--- config.mk ---
export PLATFORM = sky130hd
export DESIGN_NAME = div_share_sched
export DESIGN_NICKNAME = d
export VERILOG_FILES = /design/src/rtl/div_sched_pkg.sv /design/src/rtl/div_share_sched_rr_arbiter.sv /design/src/rtl/div_share_sched.sv
export SDC_FILE = /design/constraint.sdc
export NUM_CORES = 1
export LEC_CHECK = 0
export BUFFER_PORTS_ARGS = -buffer_cell sky130_fd_sc_hd__buf_2
export CAP_MARGIN = 5
export CORE_ASPECT_RATIO = 0.9
export CORE_MARGIN = 2
export CORE_UTILIZATION = 45
export CTS_BUF_LIST = sky130_fd_sc_hd__clkbuf_16
export DETAILED_ROUTE_END_ITERATION = 10
export PLACE_DENSITY = 0.68
export SYNTH_ARGS = -nofsm -noshare
export SYNTH_HDL_FRONTEND = slang
export SYNTH_HIERARCHICAL = 1
export SYNTH_SLANG_ARGS = --single-unit
--- constraint.sdc ---
create_clock -name clk_100mhz -period 4.7 [get_ports clk_100mhz]
set_input_delay 0.47 -clock clk_100mhz [delete_from_list [all_inputs] [get_ports clk_100mhz]]
set_output_delay 0.47 -clock clk_100mhz [all_outputs]
set_load 0.005 [all_outputs]
--- src/rtl/div_sched_pkg.sv ---
// Shared types and constants for the round-robin divider scheduler.
package div_sched_pkg;

  typedef enum logic [1:0] {
    IDLE   = 2'd0,
    DIVIDE = 2'd1,
    RESP   = 2'd2
  } state_t;

  localparam int CNT_W = 16;

  // Requester ID width, never narrower than one bit.
  function automatic int id_w(input int n);
    return (n > 1) ? $clog2(n) : 1;
  endfunction

endpackage

--- src/rtl/div_share_sched_rr_arbiter.sv ---
// Combinational round-robin pick: first set request at or after ptr, wrapping.
module rr_arbiter
  import div_sched_pkg::*;
#(
  parameter int NUM_REQ = 4,
  parameter int ID_W    = id_w(NUM_REQ)
) (
  input  logic [NUM_REQ-1:0] req,
  input  logic [ID_W-1:0]    ptr,
  output logic [NUM_REQ-1:0] grant,
  output logic [ID_W-1:0]    win,
  output logic               any
);

  int idx;

  always_comb begin
    grant = '0;
    win   = '0;
    any   = 1'b0;
    idx   = 0;
    for (int k = 0; k < NUM_REQ; k++) begin
      idx = int'(ptr) + k;
      if (idx >= NUM_REQ) idx = idx - NUM_REQ;
      if (!any && req[idx]) begin
        any        = 1'b1;
        grant[idx] = 1'b1;
        win        = ID_W'(idx);
      end
    end
  end

endmodule

--- src/rtl/div_share_sched.sv ---
// One restoring divider shared round-robin among NUM_REQ requesters.
// Define DIVSCHED_STATS_EN to add saturating grant/divide-by-zero counters.
module div_share_sched
  import div_sched_pkg::*;
#(
  parameter int NUM_REQ = 4,
  parameter int WIDTH   = 32
) (
  input  logic                     clk_100mhz,
  input  logic                     sys_rst,
  input  logic [NUM_REQ-1:0]       req_valid,
  output logic [NUM_REQ-1:0]       req_ready,
  input  logic [NUM_REQ*WIDTH-1:0] req_dividend,
  input  logic [NUM_REQ*WIDTH-1:0] req_divisor,
  output logic [NUM_REQ-1:0]       rsp_valid,
  output logic [WIDTH-1:0]         rsp_quot,
  output logic [WIDTH-1:0]         rsp_rem,
  output logic                     rsp_dbz,
  output logic                     busy
`ifdef DIVSCHED_STATS_EN
  ,
  output logic [NUM_REQ*CNT_W-1:0] grant_cnt,
  output logic [CNT_W-1:0]         dbz_cnt
`endif
);

  localparam int ID_W = id_w(NUM_REQ);
  localparam int IT_W = $clog2(WIDTH + 1);

  state_t state, state_nxt;

  logic [ID_W-1:0]    rr_ptr, id_q, win;
  logic [NUM_REQ-1:0] grant;
  logic               any, arb_en, accept, acc_dbz, last_iter, q_bit;
  logic [WIDTH-1:0]   acc_dvd, acc_dvs;
  logic [WIDTH-1:0]   n_q, d_q, r_q, n_nxt, r_nxt;
  logic [IT_W-1:0]    iter_q;
  logic [WIDTH:0]     trial, diff;

  rr_arbiter #(.NUM_REQ(NUM_REQ), .ID_W(ID_W)) u_arb (
    .req   (req_valid),
    .ptr   (rr_ptr),
    .grant (grant),
    .win   (win),
    .any   (any)
  );

  assign arb_en    = (state == IDLE) || (state == RESP);
  assign req_ready = arb_en ? grant : '0;
  assign accept    = arb_en && any;
  assign acc_dvd   = req_dividend[int'(win)*WIDTH +: WIDTH];
  assign acc_dvs   = req_divisor[int'(win)*WIDTH +: WIDTH];
  assign acc_dbz   = (acc_dvs == '0);
  assign busy      = (state != IDLE);
  assign last_iter = (iter_q == IT_W'(WIDTH - 1));

  // Partial remainder keeps its top bit in the shift so large divisors stay exact.
  assign trial = {r_q, n_q[WIDTH-1]};
  assign diff  = trial - {1'b0, d_q};
  assign q_bit = ~diff[WIDTH];
  assign r_nxt = q_bit ? diff[WIDTH-1:0] : trial[WIDTH-1:0];
  assign n_nxt = {n_q[WIDTH-2:0], q_bit};

  always_ff @(posedge clk_100mhz) begin
    if (sys_rst) state <= IDLE;
    else         state <= state_nxt;
  end

  always_comb begin
    state_nxt = state;
    case (state)
      IDLE, RESP: begin
        if (accept) state_nxt = acc_dbz ? RESP : DIVIDE;
        else        state_nxt = IDLE;
      end
      DIVIDE:     if (last_iter) state_nxt = RESP;
      default:    state_nxt = IDLE;
    endcase
  end

  always_ff @(posedge clk_100mhz) begin
    if (sys_rst) begin
      rr_ptr    <= '0;
      id_q      <= '0;
      n_q       <= '0;
      d_q       <= '0;
      r_q       <= '0;
      iter_q    <= '0;
      rsp_valid <= '0;
      rsp_quot  <= '0;
      rsp_rem   <= '0;
      rsp_dbz   <= 1'b0;
    end else begin
      rsp_valid <= '0;
      if (accept) begin
        rr_ptr <= (win == ID_W'(NUM_REQ - 1)) ? '0 : win + 1'b1;
        id_q   <= win;
        n_q    <= acc_dvd;
        d_q    <= acc_dvs;
        r_q    <= '0;
        iter_q <= '0;
        if (acc_dbz) begin
          rsp_valid <= grant;
          rsp_quot  <= '1;
          rsp_rem   <= acc_dvd;
          rsp_dbz   <= 1'b1;
        end
      end else if (state == DIVIDE) begin
        n_q    <= n_nxt;
        r_q    <= r_nxt;
        iter_q <= iter_q + 1'b1;
        if (last_iter) begin
          rsp_valid <= NUM_REQ'(1) << id_q;
          rsp_quot  <= n_nxt;
          rsp_rem   <= r_nxt;
          rsp_dbz   <= 1'b0;
        end
      end
    end
  end

`ifdef DIVSCHED_STATS_EN
  function automatic logic [CNT_W-1:0] sat_inc(input logic [CNT_W-1:0] v);
    return (&v) ? v : v + 1'b1;
  endfunction

  always_ff @(posedge clk_100mhz) begin
    if (sys_rst) begin
      grant_cnt <= '0;
      dbz_cnt   <= '0;
    end else if (accept) begin
      grant_cnt[int'(win)*CNT_W +: CNT_W] <= sat_inc(grant_cnt[int'(win)*CNT_W +: CNT_W]);
      if (acc_dbz) dbz_cnt <= sat_inc(dbz_cnt);
    end
  end
`endif

endmodule

Word level (Yosys, flattened, before mapping)
Index checks and enable logic that the tools add are counted.
{"block": "op_classes", "reduce_logical": 20, "n_addsub": 10, "eq_ne": 6, "n_shift": 3, "order_cmp": 12, "mux": 61, "n_bitwise": 4}
{"op": "$mux W32", "count": 15}
{"op": "$shiftx A128 B8 Y32", "count": 2}
{"op": "$ge A32 B1 Y1 const B", "count": 4}
{"op": "$lt A32 B4 Y1 const B", "count": 4}
{"op": "$ge A32 B4 Y1 const B", "count": 3}
{"op": "$sub A32 B4 Y32 const B", "count": 3}
{"op": "$mux W4", "count": 9}
{"op": "$sub A33 B32 Y33", "count": 1}
{"op": "$logic_not A32 Y1", "count": 1}
{"op": "$mux W1", "count": 20}
{"op": "$mux W2", "count": 8}
{"op": "$or A4 B4 Y4", "count": 3}
{"op": "$bmux W1 S2", "count": 4}
{"op": "$demux W1 S2", "count": 4}
{"op": "$logic_and A1 B1 Y1", "count": 8}
{"op": "$add A2 B2 Y3 const B", "count": 2}
{"op": "$add A6 B1 Y6 const B", "count": 1}
{"op": "$eq A6 B5 Y1 const B", "count": 1}
{"op": "$reduce_bool A2 Y1", "count": 3}
{"op": "$eq A2 B2 Y1 const B", "count": 2}
{"op": "$pmux W2 S2", "count": 1}
{"op": "$reduce_or A2 Y1", "count": 2}
{"op": "$shl A1 B2 Y4 const A", "count": 1}
{"op": "$sub A2 B3 Y4 const B", "count": 1}
{"op": "other kinds (11)", "count": 13}
{"block": "word_totals", "inputBits": 262, "word_cells": 127, "register_bits": 177, "out_inout_bits": 74}

Longest topological paths before layout
{"block": "logic_depth", "ltp_word": 20, "depth_mapped": 19, "mapped_depth_nobuf": 15}

Cells and area by module
The synthesis kept the hierarchy.
{"module": "div_share_sched", "seq_area_each_um2": 3543.4, "area_per_inst_um2": 10898.0, "instances": 1, "cells_per_inst": 1276}
{"module": "rr_arbiter", "seq_area_each_um2": 0.0, "area_per_inst_um2": 460.4, "instances": 1, "cells_per_inst": 48}

Least setup slack after synthesis
Ideal clock, no wire load.
{"block": "synth_timing", "path_type": "reg2reg", "from": "register rr_ptr[0]", "to": "register rsp_rem[13]", "stages_incl_launch_ff": 18, "setup_ns": 0.119, "slack_ns": 0.638, "required_ns": 4.581, "period_less_slack_ns": 4.062, "arrival_ns": 3.943, "n_path_buf": 4, "path_cell_list": "dfxtp_1 buf_6 inv_1 ha_1 mux4_2 buf_6 and2b_2 o21ai_0 o31ai_1 buf_2 mux4_2 nor4_1 nand4_1 nor3_2 or2_2 buf_2 nand2_1 o221a_2"}
{"block": "synth_via", "elab_chain_cells": 19, "elab_cells_between_ends": 51, "classes_between": "add/sub: 7; order compare: 4; eq/ne: 1; shift: 2; mux: 26; reduce/logical: 11"}
{"element": "start: declaration", "line": "div_share_sched.sv:32", "source": "logic [ID_W-1:0] rr_ptr, id_q, win;"}
{"element": "start signal: assignment", "line": "div_share_sched.sv:96", "source": "rr_ptr <= (win == ID_W'(NUM_REQ - 1)) ? '0 : win + 1'b1;"}
{"element": "branches (longest 14 deep; another with $sub A32 B4 Y32)"}
{"element": "$mux W2 *", "line": "div_share_sched_rr_arbiter.sv:25", "source": "if (!any && req[idx]) begin"}
{"element": "named net win[0]", "line": "div_share_sched.sv:32"}
{"element": "$shiftx A128 B8 Y32", "line": "div_share_sched.sv:52", "source": "assign acc_dvs = req_divisor[int'(win)*WIDTH +: WIDTH];"}
{"element": "$logic_not A32 Y1", "line": "div_share_sched.sv:53", "source": "assign acc_dbz = (acc_dvs == '0);"}
{"element": "$ne A2 B1 Y1 (no source line)"}
{"element": "$reduce_and A3 Y1 (no source line)"}
{"element": "end signal: assignment", "line": "div_share_sched.sv:105", "source": "rsp_rem <= acc_dvd;"}
{"element": "end signal: assignment", "line": "div_share_sched.sv:115", "source": "rsp_rem <= r_nxt;"}
{"element": "end: declaration", "line": "div_share_sched.sv:17", "source": "output logic [WIDTH-1:0] rsp_rem,"}
Mark *: on every way through the listed nets, which the timed path passes. The select of a mux whose other input is x is not followed.
A chain may end at the register's enable or synchronous reset.

Final worst setup path
{"block": "layout_timing", "from": "register rr_ptr[1]", "to": "register rsp_rem[7]"}
{"block": "layout_via", "elab_chain_cells": 19, "elab_cells_between_ends": 51, "classes_between": "add/sub: 7; order compare: 4; eq/ne: 1; shift: 2; mux: 26; reduce/logical: 11"}
{"element": "branches (longest 19 deep; another with $sub A32 B4 Y32)"}
Several ways; the timed one is not identified. The select of a mux whose other input is x is not followed.

==> summary.md <==
| Metric | Value |
|---|---|
| Max-Slew Margin vs Limit | 36.8% |
| Max clock buf depth | 2 |
| Initial drt markers | 863 |
| Comb pwr share | 64.0% |
| Synth warn | 6 |
| Clock Skews | 14.0 ps |
| CP endpoint kind | register |
| Synth top area cells | dfxtp_1, mux4_2, nand2_1 |
| H-tree depth | 4 |
| Worst slew pin tran | 947 ps |
| Area growth, synth to finish | 22.8% |
| Pre-CTS setup slack | 34.8 ps |
| Final Core Density | 55.8% |
| Total gr overflow | 0 |
| Synth async-reset ratio | 0% |
| Post-synthesis adder-cell area fraction | 4.80% |
| Yosys reg bits | 177 |
| Antenna Nets Post-Route | 0 |
| Ports | 336 |
| Total CTS buffers | 17 |
| Pwr dens | 683 nW/um^2 |
| Mapped cell area | 11400 um^2 |
| Worst setup margin | 186 ps |
| Routed wire per std cell | 20.0 um |
| Vias | 11600 |
| Mux contribution to synthesized area | 14.3% |
| Drt pass-1 iters | 5 |
| Fin crit share | 96.1% |
| Static Leak | 5.94 nW |
| Post-Synthesis Net Count | 1629 |
| Final GP Congestion | 0.923 |
| CP Class | reg -> reg |
| DP Wirelength | 29.8 mm |
| Root Driver | clkbuf_16 |
| Status | finished, final reports clean |
| Syn Area/Cell | 8.58 um^2 |
| Row count | 55 |
| Post-synthesis xor/xnor area fraction | 2.08% |
| Complex-gate fraction of the synthesized area | 20.7% |
| Sw Ratio | 46.7% |
| All-Layer GR Usage | 28.9% |
| Worst EP required | 5010 ps |
| Hold slack | 453 ps |
| Starting Density | 45.5% |
| Internal cell power | 5.07 mW |
| Die Y | 155 um |
| Largest net degree at the start of global routing | 111 |
| Sequential-to-total area share from yosys stat | 31.2% |
| Worst skew pair latency | 430 ps |
| DRC errors left | 0 |
| Simple-gate share of the synthesized area | 20.6% |
| Die width | 171 um |
| Sequential share of power | 21.4% |
| Die area | 26500 um^2 |
| Nets | 1918 |
| Yosys top cell by area | dfxtp_1 |
| Worst VDD drop | 506 uV |
| CTS tree | yes |
| Fmax | 222 MHz |
| Core Area | 25000 um^2 |
| Synth cell count leaders | nand2_1, dfxtp_1, nor2_1 |
| Startpoint types | register |
| WL final | 39.4 mm |
| Hold Path Class | reg -> reg |
| Maxcap violations | 0 |
| Clk sink count | 177 |
| P_sw | 4.45 mW |
| Initial antenna violation count | 1 |
| PortBufs | 335 |
| Number of global-route vias before repair | 10900 |
| First-pass GRT wire length | 59.9 mm |
| Crit path max fanout | 14 |
| Share of cells above drive strength 1 | 32.4% |
| Cell variety after synth | 85 |
| Min cycle time layout | 4510 ps |
| Most common cell in the netlist | nand2_1 |
| Synth Instances | 1324 |
| Vias/cell | 5.87 |
| Largest family of logic cells by synthesized area | compound AO/OA/AOI/OAI gates |
| Ys flop type | dfxtp_1 |
| Post-synth EDFFs | 0 |
| Slew Limit Fails | 0 |
| Fin. Hold Viols | 0 |
| Yosys top cell area share | 31.2% |
| Crit path DAT | 4820 ps |
| Final Setup Violations | 0 |
| CTS clock-pin slew for the worst setup and hold paths | 70 ps |
| Clock power share | 14.6% |
cell families (layout without fill, tap and decap cells):
logic type / Yosys count / after routing
AO/OA/AOI/OAI: 326 / 327
XOR/XNOR: 27 / 27
adder cells (fa/ha/maj): 43 / 43
buffers and inverters: 157 / 458
flip-flops: 177 / 177
multiplexers: 76 / 76
other: 0 / 1
AND/OR/NAND/NOR: 518 / 518
worst paths after layout:
kind                                  start           to  slack, ps  cells past startpoint
worst max-delay path              rr_ptr[1]   rsp_rem[7]        190                     14
worst min-delay path            rsp_rem[20]  rsp_rem[20]        450                      2
worst max register to register    rr_ptr[1]   rsp_rem[7]        190                     14
worst min register to register  rsp_rem[20]  rsp_rem[20]        450                      2
sequential cells by signal, summed over array words and instances, names as in the netlist:
name	count
rsp_rem	32
iter_q	6
r_q	32
rsp_valid	4
rr_ptr	2
d_q	32
n_q	32
rsp_dbz	1
rsp_quot	32
state	2
id_q	2
critical path, stage by stage (launching register included):
cell,delay (ps)
dfxtp_2,410
inv_1,80
ha_1,360
mux4_2,370
o311ai_1,580
a32o_2,500
mux4_2,400
nor4_1,360
nand4_1,270
nor3_4,240
or2_2,230
nor2_2,140
buf_4,280
nand2_1,100
o31ai_2,60
metrics by stage:
step	cells	area (um^2)	total power [mW]	TNS [ps]
after floorplan	1324	11400	6.50	0
after global placement	1930	13300	7.90	0
after detailed placement	1930	13300	7.97	0
after CTS	1962	13900	9.37	0
after global routing	1969	13900	10.2	-293
final	1969	13900	9.52	0
layout by cell type, fill, tap and decap left out, types with 36 or more instances in the layout:
cell type,n
nor3_1,100
a21oi_1,91
nor2_1,129
mux4_2,65
buf_2,334
o21ai_0,36
ha_1,42
a211oi_1,39
nand2_1,196
dfxtp_1,175
inv_1,48
buf_4,42
metal layers:
layer | up-vias | global-route usage [%] | part of all wire, %
met1 | 5537 | 38.1 | 42
met4 | 0 | 11.0 | 3.6
met3 | 71 | 5.19 | 7.1
met2 | 491 | 47.0 | 48
met5 | - | 0 | 0
li1 | 5465 | - | -
power by group through the flow:
stage / sequential [mW] / clock [mW] / combinational [mW]
2_1_floorplan: 1.97 / 0 / 4.53
6_report: 2.04 / 1.39 / 6.10
3_5_place_dp: 2.06 / 0 / 5.91
5_1_grt: 2.07 / 1.46 / 6.63
3_3_place_gp: 2.06 / 0 / 5.85
4_1_cts: 2.03 / 1.40 / 5.94
cell type report:
class | count | area [um^2]
diodes | 1 | 2.50
clock inverters | 15 | 135
inverters | 47 | 176
fillers | 2356 | 11000
well taps | 342 | 428
multi-input cells | 991 | 7180
clock buffers | 17 | 425
flip-flops and latches | 177 | 3550
repair buffers | 379 | 2050
what timing repair did:
action | in CTS | in global routing
hold buffers | 0 | 0
setup endpoints to repair | 0 | 63
resized for setup | 0 | 5
setup buffers | 0 | 5
No activity file was read; power rests on OpenSTA's default activity.
